**src/rtl/capture_ctrl.sv**
```systemverilog
// capture_ctrl: write-side controller for the five per-channel sample RAMqueues.
// It runs a circular capture of decimated samples and raises armed once enough
// pre-trigger history is stored. After the trigger it keeps trig_pos further samples,
// then stops and pulses set_capture_done. When it stops, waddr points at the oldest
// stored sample, which is where the channel dump starts.
//
// Ports
//   clk, rst_n        clock; asynchronous active-low reset
//   wrt_smpl          1-cycle pulse: a new decimated sample is valid
//   run               capture enabled
//   capture_done      sticky done flag owned by cmd_cfg; the host clears it
//   triggered         trigger level; only honoured while armed
//   trig_pos          number of post-trigger samples to keep (clamped to ENTRIES-1)
//   we                write enable shared by all RAMqueues (combinational from wrt_smpl)
//   waddr             RAM write pointer; frozen on the oldest sample once done
//   set_capture_done  1-cycle pulse when the capture completes
//   armed             pre-trigger history is full, so the trigger may fire
//   capturing         high while a capture is running
module capture_ctrl #(
  parameter int unsigned ENTRIES = 384,
  parameter int unsigned AW      = 9
) (
  input  logic          clk,
  input  logic          rst_n,
  input  logic          wrt_smpl,
  input  logic          run,
  input  logic          capture_done,
  input  logic          triggered,
  input  logic [AW-1:0] trig_pos,
  output logic          we,
  output logic [AW-1:0] waddr,
  output logic          set_capture_done,
  output logic          armed,
  output logic          capturing
);

  // Counters need one extra bit so they can hold ENTRIES itself.
  localparam int unsigned      CW       = AW + 1;
  localparam logic [CW-1:0]    EntriesC = CW'(ENTRIES);
  localparam logic [AW-1:0]    LastAddr = AW'(ENTRIES - 1);

  typedef enum logic [1:0] {StIdle, StRun, StDone} state_e;

  state_e        state_q;
  logic [CW-1:0] smpl_cnt_q;
  logic [CW-1:0] trig_cnt_q;
  logic          trig_seen_q;

  logic [AW-1:0] trig_pos_eff;
  logic [CW-1:0] arm_thresh;
  logic [CW-1:0] smpl_cnt_nx;
  logic [CW-1:0] trig_cnt_nx;
  logic          trig_seen_nx;
  logic          in_run;
  logic          wr;
  logic          finish;

  always_comb begin
    trig_pos_eff = ({1'b0, trig_pos} >= EntriesC) ? LastAddr : trig_pos;
    arm_thresh   = EntriesC - {1'b0, trig_pos_eff};
    in_run       = (state_q == StRun);
    trig_seen_nx = trig_seen_q | (armed & triggered);
    // With zero post-trigger samples, the trigger cycle must not write.
    // Otherwise the oldest sample would be overwritten.
    wr           = in_run & wrt_smpl & ~(trig_seen_nx & (trig_pos_eff == '0));

    smpl_cnt_nx = smpl_cnt_q;
    if (wr && (smpl_cnt_q != EntriesC)) smpl_cnt_nx = smpl_cnt_q + 1'b1;

    trig_cnt_nx = trig_cnt_q;
    if (wr && trig_seen_nx) trig_cnt_nx = trig_cnt_q + 1'b1;

    finish = trig_seen_nx & (trig_cnt_nx == {1'b0, trig_pos_eff});
  end

  assign we        = wr;
  assign capturing = in_run;

  always_ff @(posedge clk or negedge rst_n) begin
    if (!rst_n) begin
      state_q          <= StIdle;
      waddr            <= '0;
      smpl_cnt_q       <= '0;
      trig_cnt_q       <= '0;
      trig_seen_q      <= 1'b0;
      armed            <= 1'b0;
      set_capture_done <= 1'b0;
    end else begin
      set_capture_done <= 1'b0;
      unique case (state_q)
        StIdle: begin
          armed <= 1'b0;
          if (run && !capture_done) begin
            state_q     <= StRun;
            waddr       <= '0;
            smpl_cnt_q  <= '0;
            trig_cnt_q  <= '0;
            trig_seen_q <= 1'b0;
          end
        end
        StRun: begin
          if (wr) waddr <= (waddr == LastAddr) ? '0 : waddr + 1'b1;
          if (!run) begin
            state_q <= StIdle;
            armed   <= 1'b0;
          end else begin
            smpl_cnt_q  <= smpl_cnt_nx;
            trig_cnt_q  <= trig_cnt_nx;
            trig_seen_q <= trig_seen_nx;
            armed       <= armed | (smpl_cnt_nx >= arm_thresh);
            if (finish) begin
              state_q          <= StDone;
              set_capture_done <= 1'b1;
              armed            <= 1'b0;
            end
          end
        end
        StDone: begin
          // The flag is only set by our own pulse, so it cannot be seen during the pulse cycle.
          if (!set_capture_done && !capture_done) state_q <= StIdle;
        end
        default: state_q <= StIdle;
      endcase
    end
  end

endmodule

```
**config.mk**
```make
export PLATFORM = sky130hd
export DESIGN_NAME = capture_ctrl
export DESIGN_NICKNAME = d
export VERILOG_FILES = /design/src/rtl/capture_ctrl.sv
export SDC_FILE = /design/constraint.sdc
export NUM_CORES = 1
export LEC_CHECK = 0
export BUFFER_PORTS_ARGS = -buffer_cell sky130_fd_sc_hd__buf_2
export CAP_MARGIN = 20
export CORE_MARGIN = 5
export CORE_UTILIZATION = 60
export CTS_CLUSTER_SIZE = 25
export DETAILED_ROUTE_END_ITERATION = 6
export GPL_TIMING_DRIVEN = 0
export PLACE_DENSITY = 0.83
export SLEW_MARGIN = 15
export SYNTH_ARGS = -nofsm -noshare
export SYNTH_HDL_FRONTEND = slang
export SYNTH_SLANG_ARGS = --single-unit
```
**constraint.sdc**
```tcl
create_clock -name clk -period 7.08 [get_ports clk]
set_clock_uncertainty 0.1 [all_clocks]
set_input_delay 1.416 -clock clk [delete_from_list [all_inputs] [get_ports clk]]
set_output_delay 1.416 -clock clk [all_outputs]
set_load 0.1 [all_outputs]
```
; ---- Yosys cells after proc, flatten, opt, wreduce, memory -nomap -nowiden
; Cells that the tools add are included.
[classes]
n_addsub = 4
order_cmp = 2
eq_ne = 10
muxes = 26
n_bitwise = 8
reduce_logical = 12
[op_table]
columns = cell, n
row1 = 2-to-1 mux 10 bit, 5
row2 = one-hot mux 10 bit (2 select lines), 2
row3 = 2-to-1 mux 9 bit, 4
row4 = adder 10 x 1 -> 10 bit (second input constant), 2
row5 = one-hot mux 9 bit (2 select lines), 1
row6 = equality test 10 x 9 -> 1 bit, 1
row7 = >= comparator 10 bit, 1
row8 = != test 10 x 9 -> 1 bit (second input constant), 1
row9 = subtractor 9 x 9 -> 10 bit (first input constant), 1
row10 = adder 9 x 1 -> 9 bit (second input constant), 1
row11 = equality test 9 bit (second input constant), 1
row12 = >= comparator 9 bit (second input constant), 1
row13 = logical NOT 9 bit, 1
row14 = AND reduction 3 bit, 3
row15 = 2-to-1 mux 2 bit, 4
row16 = != test 2 bit (second input constant), 4
row17 = 2-to-1 mux 1 bit, 7
row18 = one-hot mux 2 bit (3 select lines), 1
row19 = bitwise AND 1 bit, 5
row20 = logical AND 1 bit, 4
row21 = one-hot mux 1 bit (2 select lines), 2
row22 = != test 3 x 2 -> 1 bit (second input constant), 1
row23 = equality test 2 x 1 -> 1 bit (second input constant), 1
row24 = equality test 2 bit (second input constant), 1
row25 = other kinds (5), 7
[totals]
reg_bits = 34
input_bits = 15
output_inout_bits = 13
word_cells = 69

; ---- Logic depth before layout (Yosys ltp)
[logic_depth]
depth_word = 13
mapped_depth = 19
depth_no_buf = 17

; ---- Least setup slack after synthesis
; OpenSTA, ideal clock, no wires.
[synth_path]
kind = input to register
start = input trig_pos[8]
end = register armed
setup_time_ps = 119
arrival_ps = 4999
required_time_ps = 6861
setup_slack_ps = 1862
cell_stages = 19
n_path_buf = 2
cell_sequence = buf_2 -> and2_1 -> clkbuf_1 -> nor2_1 -> ha_1 -> nor2b_1 -> nand4b_1 -> nand3_1 -> inv_1 -> nand4_1 -> xnor2_1 -> ha_1 -> a21o_1 -> a211oi_1 -> o21ai_0 -> o2111ai_1 -> a211oi_1 -> o22a_1 -> o21a_1
[synth_between]
elab_chain_cells = 13
elab_cells_between_ends = 18
classes_between = add/sub (1) / order compare (2) / eq/ne (1) / mux (6) / bitwise (5) / reduce/logical (3)
[synth_rtl]
columns = item, line_no
row1 = "start, declared", 29  ; input logic [AW-1:0] trig_pos,
row2 = >= comparator 9 bit, 59  ; trig_pos_eff = ({1'b0, trig_pos} >= EntriesC) ? LastAddr : trig_pos;
row3 = 2-to-1 mux 9 bit *, 59
row4 = logical NOT 9 bit *, 65  ; wr = in_run & wrt_smpl & ~(trig_seen_nx & (trig_pos_eff == '0));
row5 = bitwise AND 1 bit *, 65
row6 = NOT 1 bit *, 65
row7 = bitwise AND 1 bit *, 65
row8 = named net we, 30  ; output logic we,
row9 = logical AND 1 bit (on tied branches), "68, 71"
row10 = 2-to-1 mux 10 bit (on tied branches), "68, 71"
row11 = >= comparator 10 bit or equality test 10 x 9 -> 1 bit (tied branches), "110, 73"
row12 = bitwise OR 1 bit or bitwise AND 1 bit (tied branches), "110, 73"
row13 = 2-to-1 mux 1 bit *, 111  ; if (finish) begin
row14 = 2-to-1 mux 1 bit *, 103  ; if (!run) begin
row15 = one-hot mux 1 bit (2 select lines) *, 90  ; unique case (state_q)
row16 = "end signal, assigned", 110  ; armed <= armed | (smpl_cnt_nx >= arm_thresh);
row17 = "end, declared", 33  ; output logic armed,
; Mark *: on every way through the listed nets, which the timed path passes. The rest lies on a longest branch.
; A chain may end at the register's enable or synchronous reset.

; ---- Worst setup path after layout
[layout_path]
start = input trig_pos[8]
end = output we
[layout_between]
elab_chain_cells = 6
[layout_rtl]
columns = item, line_no
row1 = >= comparator 9 bit, 59
row2 = 2-to-1 mux 9 bit *, 59
row3 = logical NOT 9 bit *, 65
row4 = bitwise AND 1 bit *, 65
row5 = NOT 1 bit *, 65
row6 = bitwise AND 1 bit *, 65
row7 = "end, declared", 30
; Every way passes the cells marked *; elsewhere a longest branch is shown, timed or not.

==> summary.txt <==
CTS buffer count -> 5
# clock sinks -> 34
final setup fails -> 0
metal3 WL -> 533 µm
Final #Nets -> 380
CTS root buf -> clkbuf_8
largest area contributor in the netlist -> dfrtp_1
relative slew slack -> 25.5%
largest cells by area after synthesis -> dfrtp_1, ha_1, xnor2_1
Worst setup EP type -> output pin
first-pass GRT wire length -> 11.1 mm
CP Data Required Time -> 5.56 ns
vias in the first global route -> 2,298
Min Hold Slack -> 0.386 ns
Worst Path Arrival -> 3.73 ns
initial antenna violation count -> 0
CTS Buffer Depth -> 2
Post-synth top cells -> nand2_1, dfrtp_1, nor2_1
most numerous cell in the Yosys netlist -> nand2_1
number of detailed-route iterations in the first pass -> 4
total length of routed wires -> 6.55 mm
max layer used -> met4
FF+latch count, synth -> 34
largest net degree at the start of global routing -> 35
Compound-Gate Fraction of Synth Area -> 21.3%
mux contribution to synthesized area -> 1.64%
antenna-violating nets left -> 0
Synth cell types -> 57
max-cap violation count -> 0
Total Power -> 0.461 mW
status -> finished clean
Metal-1 WL -> 3.04 mm
simple-gate area share of the yosys netlist -> 24.4%
Synth Warn # -> 0
slowest cell on the critical path -> buf_2
Post-DP HPWL -> 4.95 mm
die area -> 5870 µm²
ys flop type -> dfrtp_1
Post-CTS Setup Repair Bufs -> 0
critical path class -> input port to output pin
FMAX -> 191 MHz
Starting Density -> 61.6%
XOR/XNOR Fraction of Synth Area -> 9.54%
Mapped Cells -> 319
leakage -> 1.33 nW
metal2 WL -> 2.89 mm
CTS tree -> yes
CP dominant cell by count -> buf_2
synth-to-layout area growth -> 10.4%
Max FO, Critical Path -> 8
Post-synth ARST share -> 100%
syn_nets -> 349
CTS H-Tree Depth -> 2
main combinational cell family by area after synthesis -> simple AND/OR/NAND/NOR gates
Final Hold Vio Count -> 0
num rows -> 24
worst skew pair latency -> 0.28 ns
buffers and inverters on the worst path -> 4
DR vias/cell -> 6.30
Slew Limit Fails -> 0
critical path's top delay family -> simple AND/OR/NAND/NOR gates
fin crit share -> 74.0%
unrepaired setup endpoints after global routing -> false
Post-synth EDFFs -> 0
Slew @ Worst Pin -> 1.10 ns
placed insts -> 395
reg2reg start -> armed$_DFFE_PN0P_
IO Pins -> 28
peak supply drop -> 0.113 mV
Core ar. -> 4320 µm²
fin crit period -> 5.24 ns
Synth top area share -> 32.0%
Setup TNS Final -> 0 ns
Diodes inserted -> 0
hold buffers post-CTS -> 0
synthesized area per cell -> 8.35 µm²
worst-path cell chain -> buf_2 > and2_1 > clkbuf_1 > nor2_1 > ha_1 > nor2b_1 > nand4b_1 > nand3_1 > inv_1 > buf_2
via count -> 2,540
Die Ht -> 76.6 µm
cell area after synthesis -> 2660 µm²
power per cell area -> 157 nW/µm²
DRC Markers -> 0
Worst Setup SP -> trig_pos[8]
GPL Wtd Cong -> 0.911
chip width -> 76.6 µm
layout cells sized above 1 -> 13.4%
Post-Layout Cell Count -> 403
Critical Path Max Stage Delay -> 0.33 ns
register area share after synthesis -> 32.0%
Hold Startpoint -> trig_seen_q$_DFFE_PN0P_
critical path launch point type -> input port
Iter 0 DRT Violations -> 215
path type of the worst min-delay path -> flop to flop
adder-cell share of the synthesized area -> 7.05%
gr ovfl total -> 0
IO Port Bufs -> 24
Tot GR Track Use -> 22.8%
clk slew on worst S/H paths -> 0.07 ns
routed len/inst -> 16.3 µm
cells resized by post-CTS repair -> 0
-- worst paths after layout --
kind                            depth (start not counted)  slack, ns                   endpoint
worst max-delay path                                   10       1.84                         we
worst min-delay path                                    2       0.39    trig_seen_q$_DFFE_PN0P_
worst max register to register                         13       3.61          armed$_DFFE_PN0P_
worst min register to register                          2       0.39    trig_seen_q$_DFFE_PN0P_
max in group asynchronous                               1       5.30  trig_cnt_q[8]$_DFFE_PN0P_
min in group asynchronous                               1       1.10       waddr[6]$_DFFE_PN0P_
-- cell usage in the layout, fill, tap and decap left out, types with 10 or more instances in the layout --
master    Yosys  routed
buf_2         4      28
ha_1         15      15
nand3_1      12      12
xor2_1       10      10
clkbuf_1     11      12
o31ai_1      12      12
dfrtp_1      34      34
o21ai_0      28      28
xnor2_1      19      19
a21oi_1      12      12
nand2_1      35      35
nor2_1       30      30
-- cell families (layout without fill, tap and decap cells) --
family | Yosys count | in the layout
mux | 4 | 4
compound gates | 85 | 85
fa+ha+maj | 15 | 15
flops | 34 | 34
other cells | 1 | 1
simple gates | 126 | 126
xor+xnor | 29 | 29
buf+inv | 25 | 57
-- layout make-up --
type | instances | area [µm²]
Clock inverter | 1 | 5.00
Tap cell | 52 | 65.1
Fill cell | 358 | 1390
Buffer | 16 | 72.6
Timing Repair Buffer | 24 | 120
Clock buffer | 7 | 86.3
Inverter | 9 | 33.8
Sequential cell | 34 | 851
Multi-Input combinational cell | 260 | 1710
-- worst min-delay path: cells and delay by family (launching register included) --
kind / cells / cell delay [ns]
flops: 1 / 0.35
compound gates: 1 / 0.05
simple gates: 1 / 0.05
-- power breakdown --
part / internal (mW) / switching, mW / total [mW]
logic: 0.0303 / 0.0788 / 0.109
registers: 0.198 / 0.00472 / 0.203
clock network: 0.0785 / 0.0703 / 0.149
-- registers in the layout (all words and copies together) (netlist names) --
register	flops
waddr	9
state_q	2
trig_seen_q	1
smpl_cnt_q	10
armed	1
set_capture_done	1
trig_cnt_q	10
-- per-layer routing --
| metal | GRT usage [%] | vias up |
|---|---|---|
| li1 | - | 1214 |
| met2 | 34.4 | 103 |
| met1 | 33.6 | 1214 |
| met5 | 0 | - |
| met3 | 3.66 | 9 |
| met4 | 5.94 | 0 |
-- stage by stage --
step / setup slack, ns / instance area, µm² / utilization (%)
2_1_floorplan: 1.86 / 2660 / -
6_report: 1.84 / 2940 / 68.0
5_1_grt: 1.69 / 2940 / 68.0
4_1_cts: 1.86 / 2940 / 68.0
3_5_place_dp: 1.87 / 2850 / 65.9
3_3_place_gp: 1.89 / 2850 / 65.9
Note: power is estimated with default switching activity, not from simulation.
